[src/rtl/dct2d_seq.sv]
// Row-column 8x8 2-D DCT sequencer around a free-running 8-point 1-D DCT core.
// Pixels in raster order, coefficients out in column order via a 64-entry transpose buffer.
module dct2d_seq #(
  parameter int BITS        = 25,
  parameter int PIX_W       = 8,
  parameter int LEVEL_SHIFT = 1
) (
  input  logic             clk,
  input  logic             rst,
  input  logic             in_valid,
  output logic             in_ready,
  input  logic [PIX_W-1:0] in_pixel,
  output logic             out_valid,
  output logic [BITS-1:0]  out_coef,
  output logic [2:0]       out_u,
  output logic [2:0]       out_v,
  output logic             block_done,
  output logic             busy,
  output logic             err,
  output logic             core_rst,
  output logic [BITS-1:0]  core_in,
  input  logic [BITS-1:0]  core_out,
  input  logic             core_finish
);

  typedef enum logic [1:0] {IDLE, ROW, COL, DRAIN} state_t;

  localparam int HALF = 1 << (PIX_W - 1);

  state_t          r_state;
  logic [2:0]      r_p;
  logic [4:0]      r_fc;
  logic            r_tail;
  logic [BITS-1:0] r_buf [64];

  logic [PIX_W-1:0] w_mag;
  logic             w_sign;
  logic [BITS-1:0]  w_pix_sm;
  logic             w_start;
  logic             w_fin_bad;
  logic             w_frame_end;
  logic [2:0]       w_idx_hi;
  logic [2:0]       w_idx_lo;
  logic             w_wr;
  logic             w_cap;

  // NOTE: every always_comb output gets a default first so no path can infer a latch.
  always_comb begin
    w_mag  = in_pixel;
    w_sign = 1'b0;
    if (LEVEL_SHIFT != 0) begin
      if (in_pixel[PIX_W-1]) begin
        w_mag = in_pixel - PIX_W'(HALF);
      end else begin
        w_mag  = PIX_W'(HALF) - in_pixel;
        w_sign = 1'b1;
      end
    end
  end

  assign w_pix_sm    = {w_sign, (BITS-1)'(w_mag)};
  assign in_ready    = (r_state == ROW) || ((r_state == IDLE) && (r_p == 3'd0) && !core_rst);
  assign busy        = (r_state != IDLE);
  assign w_start     = (r_state == IDLE) && in_ready && in_valid;
  assign w_fin_bad   = (r_state != IDLE) && (core_finish != (r_p == 3'd1));
  assign w_frame_end = (r_p == 3'd7);

  // Coefficient j of a frame shows up at phase j+1 of the next frame, so the
  // producing frame is fc-1 except for coefficient 7, which lands at phase 0 of fc-2.
  assign w_idx_hi = r_fc[2:0] - ((r_p == 3'd0) ? 3'd2 : 3'd1);
  assign w_idx_lo = r_p - 3'd1;

  assign w_wr  = ((r_state == ROW) || (r_state == COL)) &&
                 (((r_p != 3'd0) && (r_fc >= 5'd1) && (r_fc <= 5'd8)) ||
                  ((r_p == 3'd0) && (r_fc >= 5'd2) && (r_fc <= 5'd9)));
  assign w_cap = ((r_state == COL) && ((r_fc >= 5'd10) || ((r_fc == 5'd9) && (r_p != 3'd0)))) ||
                 (r_state == DRAIN) || r_tail;

  always_comb begin
    core_in = '0;
    case (r_state)
      IDLE:    if (w_start) core_in = w_pix_sm;
      ROW:     core_in = w_pix_sm;
      COL:     core_in = r_buf[{r_p, r_fc[2:0]}];
      default: core_in = '0;
    endcase
  end

  // NOTE: the transpose buffer is plain storage with no reset; every entry is
  // rewritten by the row pass before the column pass reads it.
  always_ff @(posedge clk) begin
    if (w_wr) r_buf[{w_idx_hi, w_idx_lo}] <= core_out;
  end

  // NOTE: all state updates use non-blocking assignments so every flop samples
  // pre-edge values regardless of statement order.
  always_ff @(posedge clk or posedge rst) begin
    if (rst) begin
      r_state    <= IDLE;
      r_p        <= 3'd0;
      r_fc       <= 5'd0;
      r_tail     <= 1'b0;
      core_rst   <= 1'b1;
      err        <= 1'b0;
      out_valid  <= 1'b0;
      out_coef   <= '0;
      out_u      <= 3'd0;
      out_v      <= 3'd0;
      block_done <= 1'b0;
    end else begin
      core_rst   <= 1'b0;
      r_p        <= core_rst ? 3'd0 : r_p + 3'd1;
      out_valid  <= w_cap;
      block_done <= r_tail;
      r_tail     <= (r_state == DRAIN) && w_frame_end && !w_fin_bad;
      if (w_cap) begin
        out_coef <= core_out;
        out_u    <= w_idx_lo;
        out_v    <= w_idx_hi;
      end

      case (r_state)
        IDLE: begin
          if (w_start) begin
            err     <= 1'b0;
            r_fc    <= 5'd0;
            r_state <= ROW;
          end
        end
        ROW: begin
          if (!in_valid || w_fin_bad) begin
            err     <= 1'b1;
            r_state <= IDLE;
          end else if (w_frame_end) begin
            r_fc <= r_fc + 5'd1;
            if (r_fc == 5'd7) r_state <= COL;
          end
        end
        COL: begin
          if (w_fin_bad) begin
            err     <= 1'b1;
            r_state <= IDLE;
          end else if (w_frame_end) begin
            r_fc <= r_fc + 5'd1;
            if (r_fc == 5'd15) r_state <= DRAIN;
          end
        end
        DRAIN: begin
          if (w_fin_bad) begin
            err     <= 1'b1;
            r_state <= IDLE;
          end else if (w_frame_end) begin
            r_fc    <= r_fc + 5'd1;
            r_state <= IDLE;
          end
        end
        default: r_state <= IDLE;
      endcase
    end
  end

endmodule

[config.mk]
export PLATFORM = sky130hd
export DESIGN_NAME = dct2d_seq
export DESIGN_NICKNAME = d
export VERILOG_FILES = /design/src/rtl/dct2d_seq.sv
export SDC_FILE = /design/constraint.sdc
export NUM_CORES = 2
export LEC_CHECK = 0
export CORE_ASPECT_RATIO = 2
export CORE_UTILIZATION = 52
export DETAILED_ROUTE_END_ITERATION = 10
export GPL_TIMING_DRIVEN = 0
export PLACE_DENSITY_LB_ADDON = 0.05
export SYNTH_ARGS = -nofsm -noshare
export SYNTH_HDL_FRONTEND = slang
export SYNTH_SLANG_ARGS = --single-unit
[constraint.sdc]
create_clock -name clk -period 6.9 [get_ports clk]
set_clock_uncertainty 0.2 [all_clocks]
set_input_delay 1.38 -clock clk [delete_from_list [all_inputs] [get_ports clk]]
set_output_delay 1.38 -clock clk [all_outputs]
set_load 0.01 [all_outputs]
; ---- After elaboration in Yosys (flattened, before gate mapping)
; Memory sizes are Yosys's and may differ from the RTL's.
; Index checks and enable logic that the tools add are counted.
[totals]
word_cells = 101
mem_count = 1
inputBits = 37
output_inout_bits = 62
ramBits = 1600
ff_bits = 46
[op_classes]
eq_ne = 19
n_addsub = 6
magnitude_cmp = 5
n_reduce_logical = 32
n_mux = 27
[mem_list]
columns = name, words, width, rd, rd_clocked_by_memory_dff, wr, line
row1 = r_buf, 64, 25, 1, 0, 1, 34  ; logic [BITS-1:0] r_buf [64];
[op_table]
columns = operator, n
row1 = $pmux 25 s3, 1
row2 = $mux 25, 1
row3 = $mux 2, 10
row4 = $mux 5, 4
row5 = $pmux 5 s3, 1
row6 = $logic_and 1x1->1, 14
row7 = $eq 5x4->1 const B, 2
row8 = $le 5x4->1 const B, 2
row9 = $mux 8, 1
row10 = $pmux 2 s4, 1
row11 = $sub 8x8->8 const A, 1
row12 = $sub 8x8->8 const B, 1
row13 = $logic_or 1x1->1, 7
row14 = $mux 1, 6
row15 = $ne 2x2->1 const B, 3
row16 = $ne 3x2->1 const B, 2
row17 = $ne 3x3->1 const B, 2
row18 = $reduce_and 3->1, 2
row19 = $reduce_and 6->1, 1
row20 = $add 5x1->5 const B, 1
row21 = $eq 5x3->1 const B, 1
row22 = $ge 5x1->1 const B, 1
row23 = $ge 5x2->1 const B, 1
row24 = $ge 5x4->1 const B, 1
row25 = 18 further kinds, 22

; ---- Logic depth before layout (Yosys ltp)
[logic_depth]
ltp_word = 8
depth_mapped = 15
mapped_depth_nobuf = 10

; ---- Worst setup path after synthesis
; Ideal clock, no wire load.
[synth_path]
kind = register to register
startpoint = register r_p[0]
endpoint = memory r_buf[36][0] (enable)
stages_incl_launch_ff = 16
n_path_buf = 5
setup_slack_ns = 2.093
setup_time_ns = 0.407
required_time_ns = 6.293
t_arrival_ns = 4.200
synth_period_minus_slack_ns = 4.807
path_cell_list = dfrtp_1 clkbuf_1 buf_4 inv_2 buf_2 buf_2 clkbuf_1 ha_1 nor2b_1 inv_1 ha_1 inv_1 fa_1 nor2b_1 nand2_1 nor2_1
[synth_via]
word_cells_on_any_way = 13
cone_classes = add/sub (2) / mux (3) / reduce/logical (8)
[synth_lines]
columns = item, line
row1 = "start, declared", 31  ; logic [2:0] r_p;
row2 = "start signal, assigned", 112  ; r_p <= core_rst ? 3'd0 : r_p + 3'd1;
row3 = $sub 3x1->3, 71  ; assign w_idx_lo = r_p - 3'd1;
row4 = via w_idx_lo[0], 43  ; logic [2:0] w_idx_lo;
row5 = "end, declared", 34
; The timed path passes the listed nets, and every way through them passes these cells.

; ---- Worst setup path in the final report
[layout_path]
startpoint = register r_fc[2]
endpoint = output port core_in[3]
[layout_via]
elab_chain_cells = 2
[layout_lines]
columns = item, line
row1 = "start, declared", 32  ; logic [4:0] r_fc;
row2 = "start signal, assigned", 135  ; r_fc <= r_fc + 5'd1;
row3 = "start signal, assigned", 144  ; r_fc <= r_fc + 5'd1;
row4 = "start signal, assigned", 153  ; r_fc <= r_fc + 5'd1;
row5 = $mem_v2 64x25, n/a
row6 = $pmux 25 s3, 81  ; case (r_state)
row7 = "end, declared", 21  ; output logic [BITS-1:0] core_in,
; Every way passes these cells.

==> out/metrics.sh <==
RUN_STATUS='complete, but fails checks'
VIOLATIONS='capacitance limit, slew limit, setup timing'
REMAINING_NUMBER_OF_NETS_FLAGGED_BY_THE_ANTENNA_CHECK_AFTER_ROUTING=0
FINALHOLDVIOLATIONS=0
R2R_CELLS=16
PATH_CLASS='register to primary output'
CTSROOTBUFFERMASTER='sky130_fd_sc_hd__clkbuf_16'
INITIAL_ANTENNA_VIOLATION_COUNT=19
FIRST_ITER_VIOLATIONS=4473
POWER.INTERNAL_mW=16.3
GLOBALPLACE.CONGESTION=1.00
SETUP.WORST_PATH.END='core_in[3]'
RATIO_OF_CELLS_WITH_DRIVE_ABOVE_1_IN_THE_FINAL_LAYOUT=0.284
FIN_WS_PS=-85.1
SYNTH_TOP_AREA_CELL='sky130_fd_sc_hd__edfxtp_1'
MAX-CLOCK-PATH-BUFFERS=3
NUM_ROWS=182
GRT_PASS1_WL_UM=296000
CRITICAL_PATH.REG2REG.STARTPOINT='r_p[0]'
YS_FF_LATCH=1646
AREAGROWTHSYNTHTOFINISH_PCT=15.9
SYNTH-MAIN-FF-CELL='sky130_fd_sc_hd__edfxtp_1'
CRITPATHLAUNCHTYPE='register'
DRT_DRC_VIOLATIONS_LEFT=0
SYNTH_SIMPLE_GATE_AREA_FRAC=0.0319
YOSYS-MUX-AREA-FRACTION=0.152
SYNTH_SEQ_AREA_SHARE=0.764
GRT_START_MAX_NET_PINS=66
SYNTH.TOP_CELL.AREA_SHARE=0.746
CLKTRANSATPATHREGS_PS=70
POWER.LEAKAGE_nW=23.3
RSZ_0062_RAISED_AFTER_GLOBAL_ROUTING='no'
SYNTH.AVG_CELL_AREA_UM2=20.7
SETUP_VIOL=7
ASYNC_FLOP_SHARE=0.0279
CTS.HOLD.BUFFERS_ADDED=0
CHIPWIDTH_UM=251
DIE_AREA_UM2=125000
SYNTH_TOP_CELLS_BY_AREA='sky130_fd_sc_hd__edfxtp_1 (75%), sky130_fd_sc_hd__mux4_2 (12%), sky130_fd_sc_hd__dfrtp_1 (1.7%)'
WORST_SKEW_PAIR.LATE_LATENCY_PS=790
FIN_CRIT_PS=6990
CTSHTREEMAXLEVEL=4
SYNTHESIS.YOSYS.WARNINGS=0
TOTAL_SWITCHING_POWER_mW=4.99
PWR_DENSITY_CELL_nW_PER_UM2=286
YOSYSMOSTFREQUENTCELL='sky130_fd_sc_hd__edfxtp_1'
ADDER_AND_MAJORITY_CELL_FRACTION_OF_THE_SYNTHESIZED_AREA=0.00342
CTS-BUFFERS-INSERTED=142
CRIT_PATH_START='r_fc[2]'
HOLD_CLASS='register to register'
AVGROUTEDWIREPERCELL_UM=43.2
DETAILEDROUTE.FIRSTPASSITERATIONCOUNT=6
SYNTH_CELLS=3109
SYNTH_NETS=3163
ACHIEVABLE-FREQUENCY_MHz=143
SYNTH_TOP_FAMILY_BY_AREA='multiplexers'
MAXCAP_VIOL_COUNT=1
IR_WORST_VDD_mV=0.290
MAX-SLEW-MARGIN-REL=-0.0287
R2R-END='r_buf[51][12]'
CP_DATA_REQUIRED_TIME_PS=5320
SHARE_OF_THE_SYNTHESIZED_AREA_IN_COMPOUND_GATES_AO_OA_AOI_OAI=0.0314
FILLERS=8818
GLOBAL_ROUTE.OVERFLOW_TOTAL=0
POWER.SHARE.CLOCK=0.385
AVGVIACOUNTPERCELL=6.81
FINALHOLDWORSTSLACK_PS=221
DP_WORST_SETUP_SLACK_PS=-2240
TIMING_WORST_SLEW_PIN_VALUE_PS=1500
DIE_HEIGHT_UM=500
MIN_DELAY_PATH_DEPTH=0
TRITONCTS_CLOCK_TREE='yes'
FINALMAXSLEWVIOLATIONS=2
LAYOUT_WORST_PATH_CYCLE_SHARE=1.01
FIRST_GLOBAL_VIAS=34900
GLOBAL_ROUTING_USAGE_SUMMED_ACROSS_ALL_ROUTING_LAYERS=0.359
DETAILED_PLACE_HPWL_UM=157000
RRSETUPSLACK_PS=450
SYNTH_XOR_AREA_FRAC=0.00122
NUM_VIAS=35000
COMB_POWER_SHARE=0.090
CP_MAX_FO=10
POWER.SHARE.SWITCHING=0.234
FLOORPLAN.INITIALDENSITY=0.524
SYNTH.CELL_AREA_UM2=64400
SYNTH_COMMON_CELLS='sky130_fd_sc_hd__edfxtp_1 (1600), sky130_fd_sc_hd__mux4_2 (347), sky130_fd_sc_hd__nor2_1 (152), sky130_fd_sc_hd__nand2_1 (108), sky130_fd_sc_hd__mux2_2 (96)'
FINAL_NET_COUNT=3506
SETUP_TOTAL_NEGATIVE_SLACK_PS=-274
IO_BUFFER_COUNT=97
CLKSINKCOUNT=1646
TOP_LEVEL_PORTS=99
YS_TYPES=72
CP.ARRIVAL_PS=5410
SEQ_POWER_SHARE=0.526
ROUTED_WL_UM=221000
FP.COREAREA_UM2=123000
WORSTSETUPENDPOINTTYPE='primary output'
COUNT_OF_FLIP_FLOPS_WITH_A_BUILT_IN_ENABLE_AFTER_SYNTHESIS=1600
==> area by class of cell <==
type,count,area [µm²],area share
diodes,10,25.0,0.000335
plain buffers,168,992,0.0133
clock buffers,176,3790,0.0508
clock inverters,73,855,0.0114
inverters,22,87.6,0.00117
multi-input cells,1272,14900,0.199
flip-flops and latches,1646,49200,0.659
well taps,1564,1960,0.0262
repair buffers,200,2880,0.0385
==> stage by stage <==
step,total power [mW],instance area (µm²),utilization,instances
6_report,21.3,74700,0.607,5131
4_1_cts,21.3,74600,0.607,5122
5_1_grt,21.7,74600,0.607,5122
2_1_floorplan,12.1,64400,-,3109
3_3_place_gp,13.1,67300,0.547,4770
3_5_place_dp,13.3,69700,0.567,4871
==> state kept, by name (all words and copies together) (netlist names) <==
name and flops:
err 1, r_state 2, r_p 3, r_fc 5, block_done 1, out_v 3, out_u 3, core_rst 1
out_coef 25, out_valid 1, r_buf 1600, r_tail 1
==> worst min path at each step <==
stage	startpoint	to
6_report	r_tail	block_done
3_5_place_dp	r_tail	block_done
3_3_place_gp	r_tail	block_done
4_1_cts	r_tail	block_done
5_1_grt	r_tail	block_done
2_1_floorplan	r_tail	block_done
==> logic make-up (layout without fill, tap and decap cells) <==
family | Yosys count | count (layout)
DFF | 1646 | 1646
muxes | 533 | 533
and+or+nand+nor | 435 | 435
AOI/OAI and AO/OA | 277 | 277
buffers and inverters | 191 | 639
adders and majority gates | 17 | 17
xor gates and xnor gates | 9 | 9
other | 1 | 11
==> critical path, stage by stage, from the launching register on <==
cell and delay [ps]:
sky130_fd_sc_hd__dfrtp_1 450, sky130_fd_sc_hd__buf_2 370, sky130_fd_sc_hd__clkbuf_2 410, sky130_fd_sc_hd__buf_2 440
sky130_fd_sc_hd__buf_1 1070, sky130_fd_sc_hd__nand2_1 120, sky130_fd_sc_hd__a31oi_1 200, sky130_fd_sc_hd__o21ai_0 410
sky130_fd_sc_hd__a31oi_1 510, sky130_fd_sc_hd__clkdlybuf4s50_1 610
==> timing repair <==
item                                    4_1_cts  5_1_grt
setup buffers                                 2        0
endpoints found under the setup margin     1616        9
resized for setup                            44        9
pin swaps                                     1        2
==> power groups by stage <==
stage,logic [mW],registers [mW],clock network [mW]
2_1_floorplan,0.690,11.5,0
3_3_place_gp,1.70,11.4,0
3_5_place_dp,1.85,11.4,0
4_1_cts,1.88,11.2,8.25
5_1_grt,1.97,11.2,8.57
6_report,1.92,11.2,8.20
==> placed cells by master (no fill, tap or decap), types with 64 or more instances in the layout <==
| cell type | count |
|---|---|
| sky130_fd_sc_hd__clkbuf_16 | 145 |
| sky130_fd_sc_hd__clkdlybuf4s50_1 | 72 |
| sky130_fd_sc_hd__buf_2 | 87 |
| sky130_fd_sc_hd__mux2_2 | 96 |
| sky130_fd_sc_hd__nand2_1 | 108 |
| sky130_fd_sc_hd__nor2_1 | 88 |
| sky130_fd_sc_hd__edfxtp_1 | 1600 |
| sky130_fd_sc_hd__mux4_2 | 347 |
| sky130_fd_sc_hd__mux2i_1 | 90 |
| sky130_fd_sc_hd__nor2b_1 | 66 |
| sky130_fd_sc_hd__nor2_4 | 64 |
| sky130_fd_sc_hd__buf_12 | 67 |
==> routing by layer <==
layer  wire length (µm)  global-route usage  part of all wire
met5                 69                   0           0.00031
met4              16300               0.232             0.073
met3              17800              0.0618             0.081
met2             111000               0.601              0.50
met1              75800               0.431              0.34
(Power assumes the default switching activity.)
